[config.mk]
export PLATFORM = sky130hd
export DESIGN_NAME = decoder_seq
export DESIGN_NICKNAME = d
export VERILOG_FILES = /design/src/rtl/decoder_seq.sv
export SDC_FILE = /design/constraint.sdc
export NUM_CORES = 1
export LEC_CHECK = 0
export ABC_AREA = 1
export ABC_CLOCK_PERIOD_IN_PS = 1270
export CAP_MARGIN = 20
export CORE_MARGIN = 3
export CORE_UTILIZATION = 44
export DETAILED_ROUTE_END_ITERATION = 10
export PLACE_DENSITY = 0.73
export SLEW_MARGIN = 30
export SYNTH_ARGS = -nofsm -noshare
export SYNTH_HDL_FRONTEND = slang
export SYNTH_SLANG_ARGS = --single-unit
[constraint.sdc]
create_clock -name clk -period 1.27 [get_ports clk]
set_input_delay 0.381 -clock clk [delete_from_list [all_inputs] [get_ports clk]]
set_output_delay 0.381 -clock clk [all_outputs]
set_load 0.02 [all_outputs]
[src/rtl/decoder_seq.sv]
// decoder_seq: registered N-to-2^N one-hot decoder with direct (valid/ready) and auto-scan modes.
// Optional macro DECODER_SEQ_BLANK_EN inserts one blank cycle between scan positions. Rev 1.0
`default_nettype none

module decoder_seq #(
  parameter int SEL_W = 2,
  parameter int DWELL = 4
) (
  input  logic                  clk,
  input  logic                  rst_n,
  input  logic                  en_n,
  input  logic                  mode,
  input  logic                  sel_valid,
  input  logic [SEL_W-1:0]      sel,
  output logic                  sel_ready,
  output logic [(2**SEL_W)-1:0] y,
  output logic                  y_valid,
  output logic                  scan_wrap
);

  localparam int NOUT = 2**SEL_W;
  localparam int DW   = $clog2(DWELL + 1);

  localparam logic [DW-1:0]    c_DWELL_LAST = DW'(DWELL - 1);
  localparam logic [SEL_W-1:0] c_IDX_LAST   = {SEL_W{1'b1}};
  localparam logic [NOUT-1:0]  c_ONE        = NOUT'(1);

  typedef enum logic [1:0] {
    S_IDLE   = 2'd0,
    S_DIRECT = 2'd1,
    S_SCAN   = 2'd2
  } state_t;

  state_t           r_state;
  logic [SEL_W-1:0] r_idx;
  logic [DW-1:0]    r_dwell;
  logic [NOUT-1:0]  r_y;
  logic             r_y_valid;
  logic             r_sel_ready;
  logic             r_scan_wrap;
`ifdef DECODER_SEQ_BLANK_EN
  logic             r_blank;
`endif

  logic [SEL_W-1:0] w_idx_next;
  logic             w_pos_last;

  assign w_idx_next = r_idx + 1'b1;
  assign w_pos_last = (r_dwell == c_DWELL_LAST);

  always_ff @(posedge clk or negedge rst_n) begin
    if (!rst_n) begin
      r_state     <= S_IDLE;
      r_idx       <= '0;
      r_dwell     <= '0;
      r_y         <= '0;
      r_y_valid   <= 1'b0;
      r_sel_ready <= 1'b0;
      r_scan_wrap <= 1'b0;
`ifdef DECODER_SEQ_BLANK_EN
      r_blank     <= 1'b0;
`endif
    end else if (en_n) begin
      r_state     <= S_IDLE;
      r_idx       <= '0;
      r_dwell     <= '0;
      r_y         <= '0;
      r_y_valid   <= 1'b0;
      r_sel_ready <= 1'b0;
      r_scan_wrap <= 1'b0;
`ifdef DECODER_SEQ_BLANK_EN
      r_blank     <= 1'b0;
`endif
    end else if (!mode) begin
      r_state     <= S_DIRECT;
      r_sel_ready <= 1'b1;
      r_scan_wrap <= 1'b0;
      r_idx       <= '0;
      r_dwell     <= '0;
`ifdef DECODER_SEQ_BLANK_EN
      r_blank     <= 1'b0;
`endif
      // Entering DIRECT blanks the output; only an accepted select lights it.
      if (r_state != S_DIRECT) begin
        r_y       <= '0;
        r_y_valid <= 1'b0;
      end else if (sel_valid && r_sel_ready) begin
        r_y       <= c_ONE << sel;
        r_y_valid <= 1'b1;
      end
    end else begin
      r_state     <= S_SCAN;
      r_sel_ready <= 1'b0;
      if (r_state != S_SCAN) begin
        r_idx       <= '0;
        r_dwell     <= '0;
        r_y         <= c_ONE;
        r_y_valid   <= 1'b1;
        r_scan_wrap <= 1'b0;
`ifdef DECODER_SEQ_BLANK_EN
        r_blank     <= 1'b0;
      end else if (r_blank) begin
        r_blank     <= 1'b0;
        r_idx       <= w_idx_next;
        r_y         <= c_ONE << w_idx_next;
        r_y_valid   <= 1'b1;
        r_scan_wrap <= (r_idx == c_IDX_LAST);
      end else if (w_pos_last) begin
        // Break-before-make gap; dwell already rewound for the next position.
        r_blank     <= 1'b1;
        r_dwell     <= '0;
        r_y         <= '0;
        r_y_valid   <= 1'b0;
        r_scan_wrap <= 1'b0;
`else
      end else if (w_pos_last) begin
        r_dwell     <= '0;
        r_idx       <= w_idx_next;
        r_y         <= c_ONE << w_idx_next;
        r_y_valid   <= 1'b1;
        r_scan_wrap <= (r_idx == c_IDX_LAST);
`endif
      end else begin
        r_dwell     <= r_dwell + 1'b1;
        r_scan_wrap <= 1'b0;
      end
    end
  end

  assign sel_ready = r_sel_ready;
  assign y         = r_y;
  assign y_valid   = r_y_valid;
  assign scan_wrap = r_scan_wrap;

endmodule

`default_nettype wire

==> impl_summary.log <==
INFO  metric run_status = completed
INFO  metric cts_buffer_depth = 2
INFO  metric grt.overflow.total = 0
INFO  metric timing_worst_slew_pin_value = 0.188 ns
INFO  metric min_period = 1.23 ns
INFO  metric start_util = 0.509
INFO  metric avgViaCountPerCell = 4.62
INFO  metric fin_crit_sh = 0.965
INFO  metric slew-limit-headroom = 0.875
INFO  metric antenna_found_initial = 0
INFO  metric worst_setup_path_start_kind = flop
INFO  metric drtIter0Drc = 2
INFO  metric placedCellCount = 127
INFO  metric timing.final.hold_violations = 0
INFO  metric pwr_density_cell = 840 nW/um^2
INFO  metric timing_max_transition_violations_final = 0
INFO  metric drcViolationCount = 0
INFO  metric cp-startpoint = r_dwell[0]$_DFF_PN0_
INFO  metric grt_pass1_vias = 587
INFO  metric clock_skew = 0.00232 ns
INFO  metric worst_r2r_endpoint = y[1]$_DFFE_PN0P_
INFO  metric seq_area_frac_synth = 0.457
INFO  metric drv_cap = 0
INFO  metric worst_ir_drop_vdd = 0.801 mV
INFO  metric path_clk_slew = 0.08 ns
INFO  metric synth_fp_nets = 100
INFO  metric timing.setup.critical_path_class = reg2reg
INFO  metric areaGrowthSynthToFinish = 33.7%
INFO  metric critical_path_peak_fanout = 7
INFO  metric count_of_fill_cells_added_during_filler_insertion = 119
INFO  metric final_antenna_net_count = 0
INFO  metric wire_length_of_the_first_global_routing_pass = 2370 um
INFO  metric buffer_ports.inserted = 13
INFO  metric placementRows = 13
INFO  metric p_leak = 0.520 nW
INFO  metric clk-insertion-delay-late = 0.28 ns
INFO  metric die_height = 46.2 um
INFO  metric final.hold.worst_slack = 0.395 ns
INFO  metric fp.dieArea = 2140 sq um
INFO  metric route.detailed.wl_per_inst = 10.6 um
INFO  metric tritoncts_clock_tree = done
INFO  metric drt_pass1_iterations = 4
INFO  metric worstReg2RegStart = r_dwell[0]$_DFF_PN0_
INFO  metric post-dp-hpwl = 1140 um
INFO  metric design.core.area = 1400 sq um
INFO  metric diodes = 0
INFO  metric critPathArrivalTime = 1.40 ns
INFO  metric postSynthAreaPerCell = 8.18 sq um
INFO  metric syn-cell-area = 712 sq um
INFO  metric rsz0062_at_grt = yes
INFO  metric num_io_pins = 14
INFO  metric post_cts_hold_buffer_count = 0
INFO  metric cp.required = 1.44 ns
INFO  metric totalWireLength = 1380 um
INFO  metric post-route-cell-area = 952 sq um
INFO  metric regToRegSetupSlack = 0.04 ns
INFO  metric setup_viol = 0
INFO  metric hold_class = in2async
INFO  metric groute.usage.overall = 0.162
INFO  metric die_width = 46.2 um
INFO  metric gp_congestion = 0.784
INFO  metric setup.worst_path.end_class = flop
INFO  metric grt_max_degree = 14
INFO  metric endpoint = y[1]$_DFFE_PN0P_
INFO  metric synth.lib_cells_used.distinct = 16
INFO  metric max_freq = 0.816 GHz
INFO  metric place_area = 951 sq um
INFO  metric h-tree-depth = 1
INFO  metric cts_num_sinks = 13
INFO  metric share_of_layout_cells_above_drive_strength_1 = 0.293
INFO  metric cts_setup_buffers = 0
INFO  metric layout.cells.non_filler = 131
INFO  metric cts_buffers = 3
INFO  metric fin_nets = 130
INFO  metric yosys_register_bits = 13
INFO  metric r2r.worst_path.cells = 7
INFO  metric yosys_warnings = 0
INFO  metric route.vias.total = 605
INFO  metric synthesis.instances = 87
INFO  metric clock_tree.root_cell = clkbuf_4
cell families (layout without fill, tap and decap cells):
kind of cell	Yosys count	in the layout	share of synthesized area
simple gates	50	50	0.329
fa+ha+maj	6	6	0.105
buf+inv	12	41	0.0633
compound gates	6	6	0.0457
flops	13	13	0.457
metal layers:
| metal | global-route usage | vias to the layer above | share of wire |
|---|---|---|---|
| li1 | - | 321 | - |
| met1 | 0.171 | 268 | 0.43 |
| met2 | 0.294 | 14 | 0.49 |
| met3 | 0.0703 | 2 | 0.066 |
| met4 | 0.0341 | 0 | 0.010 |
| met5 | 0 | - | 0 |
sequential cells by signal, indices dropped and copies added (netlist names):
| signal | cells |
|---|---|
| y_valid | 1 |
| y | 4 |
| r_state | 2 |
| scan_wrap | 1 |
| r_idx | 2 |
| r_dwell | 3 |
synthesized netlist by cell type (all sizes together):
| cell | count | area, sq um |
|---|---|---|
| nand2 | 33 | 131 |
| nor2 | 14 | 75.1 |
| dfrtp | 13 | 325 |
| inv | 12 | 45.0 |
| ha | 6 | 75.1 |
| o21ai | 4 | 20.0 |
| nand3 | 2 | 22.5 |
| a211oi | 1 | 7.51 |
| a21oi | 1 | 5.00 |
| nor3 | 1 | 5.00 |
critical path, stage by stage (launching register included):
cell and delay, ns:
dfrtp_1 0.40, ha_1 0.23, nand2_2 0.12, nand3_4 0.10
nand2_4 0.10, inv_2 0.05, nand2_1 0.07, nand2_1 0.05
area by class of cell:
cell class / count / area, sq um / share of cell area
multi-input cells: 62 / 354 / 0.372
flip-flops and latches: 13 / 325 / 0.342
repair buffers: 25 / 183 / 0.192
inverters: 12 / 45.0 / 0.0473
clock buffers: 4 / 26.3 / 0.0276
well taps: 15 / 18.8 / 0.0197
power by group:
| part | leakage, nW | switching (mW) | internal [mW] |
|---|---|---|---|
| clock network | 0.0150 | 0.131 | 0.122 |
| registers | 0.177 | 0.00570 | 0.424 |
| logic | 0.329 | 0.0658 | 0.0518 |
| total | 0.520 | 0.202 | 0.598 |
timing repair:
item	4_1_cts	5_1_grt
gates resized for setup	31	2
pin swaps	0	1
endpoints found under the setup margin	15	5
cloned	0	0
cells in the final DEF (no fill, tap or decap), drive strengths merged:
master | Yosys | routed
clkdlybuf4s50 | 0 | 4
a211oi | 1 | 1
a21oi | 1 | 1
ha | 6 | 6
nor2 | 14 | 14
nand3 | 2 | 2
dlygate4sd2 | 0 | 2
nand2 | 33 | 33
nor3 | 1 | 1
dfrtp | 13 | 13
o21ai | 4 | 4
buf | 0 | 19
inv | 12 | 12
clkbuf | 0 | 4
worst min path at each step:
stage	from	end	slack, ns	depth (start not counted)
after CTS	rst_n	y[0]$_DFFE_PN0P_	0.40	2
after global placement	r_dwell[0]$_DFF_PN0_	r_dwell[0]$_DFF_PN0_	0.42	1
after floorplan	rst_n	r_dwell[0]$_DFF_PN0_	0.09	0
after detailed placement	r_dwell[0]$_DFF_PN0_	r_dwell[0]$_DFF_PN0_	0.44	1
after global routing	rst_n	y[0]$_DFFE_PN0P_	0.39	2
final	rst_n	y[0]$_DFFE_PN0P_	0.39	2
per-stage QoR:
stage                     TNS [ns]  worst slack [ns]  utilization  power (mW)
after floorplan                  0            0.0879            -       0.490
after global placement       -3.29            -0.356        0.680       0.564
after detailed placement     -3.60            -0.366        0.680       0.566
after CTS                        0            0.0292        0.674       0.813
after global routing       -0.0101           -0.0101        0.681       0.848
final                            0            0.0449        0.681       0.800
Note: power is estimated with default switching activity, not from simulation.
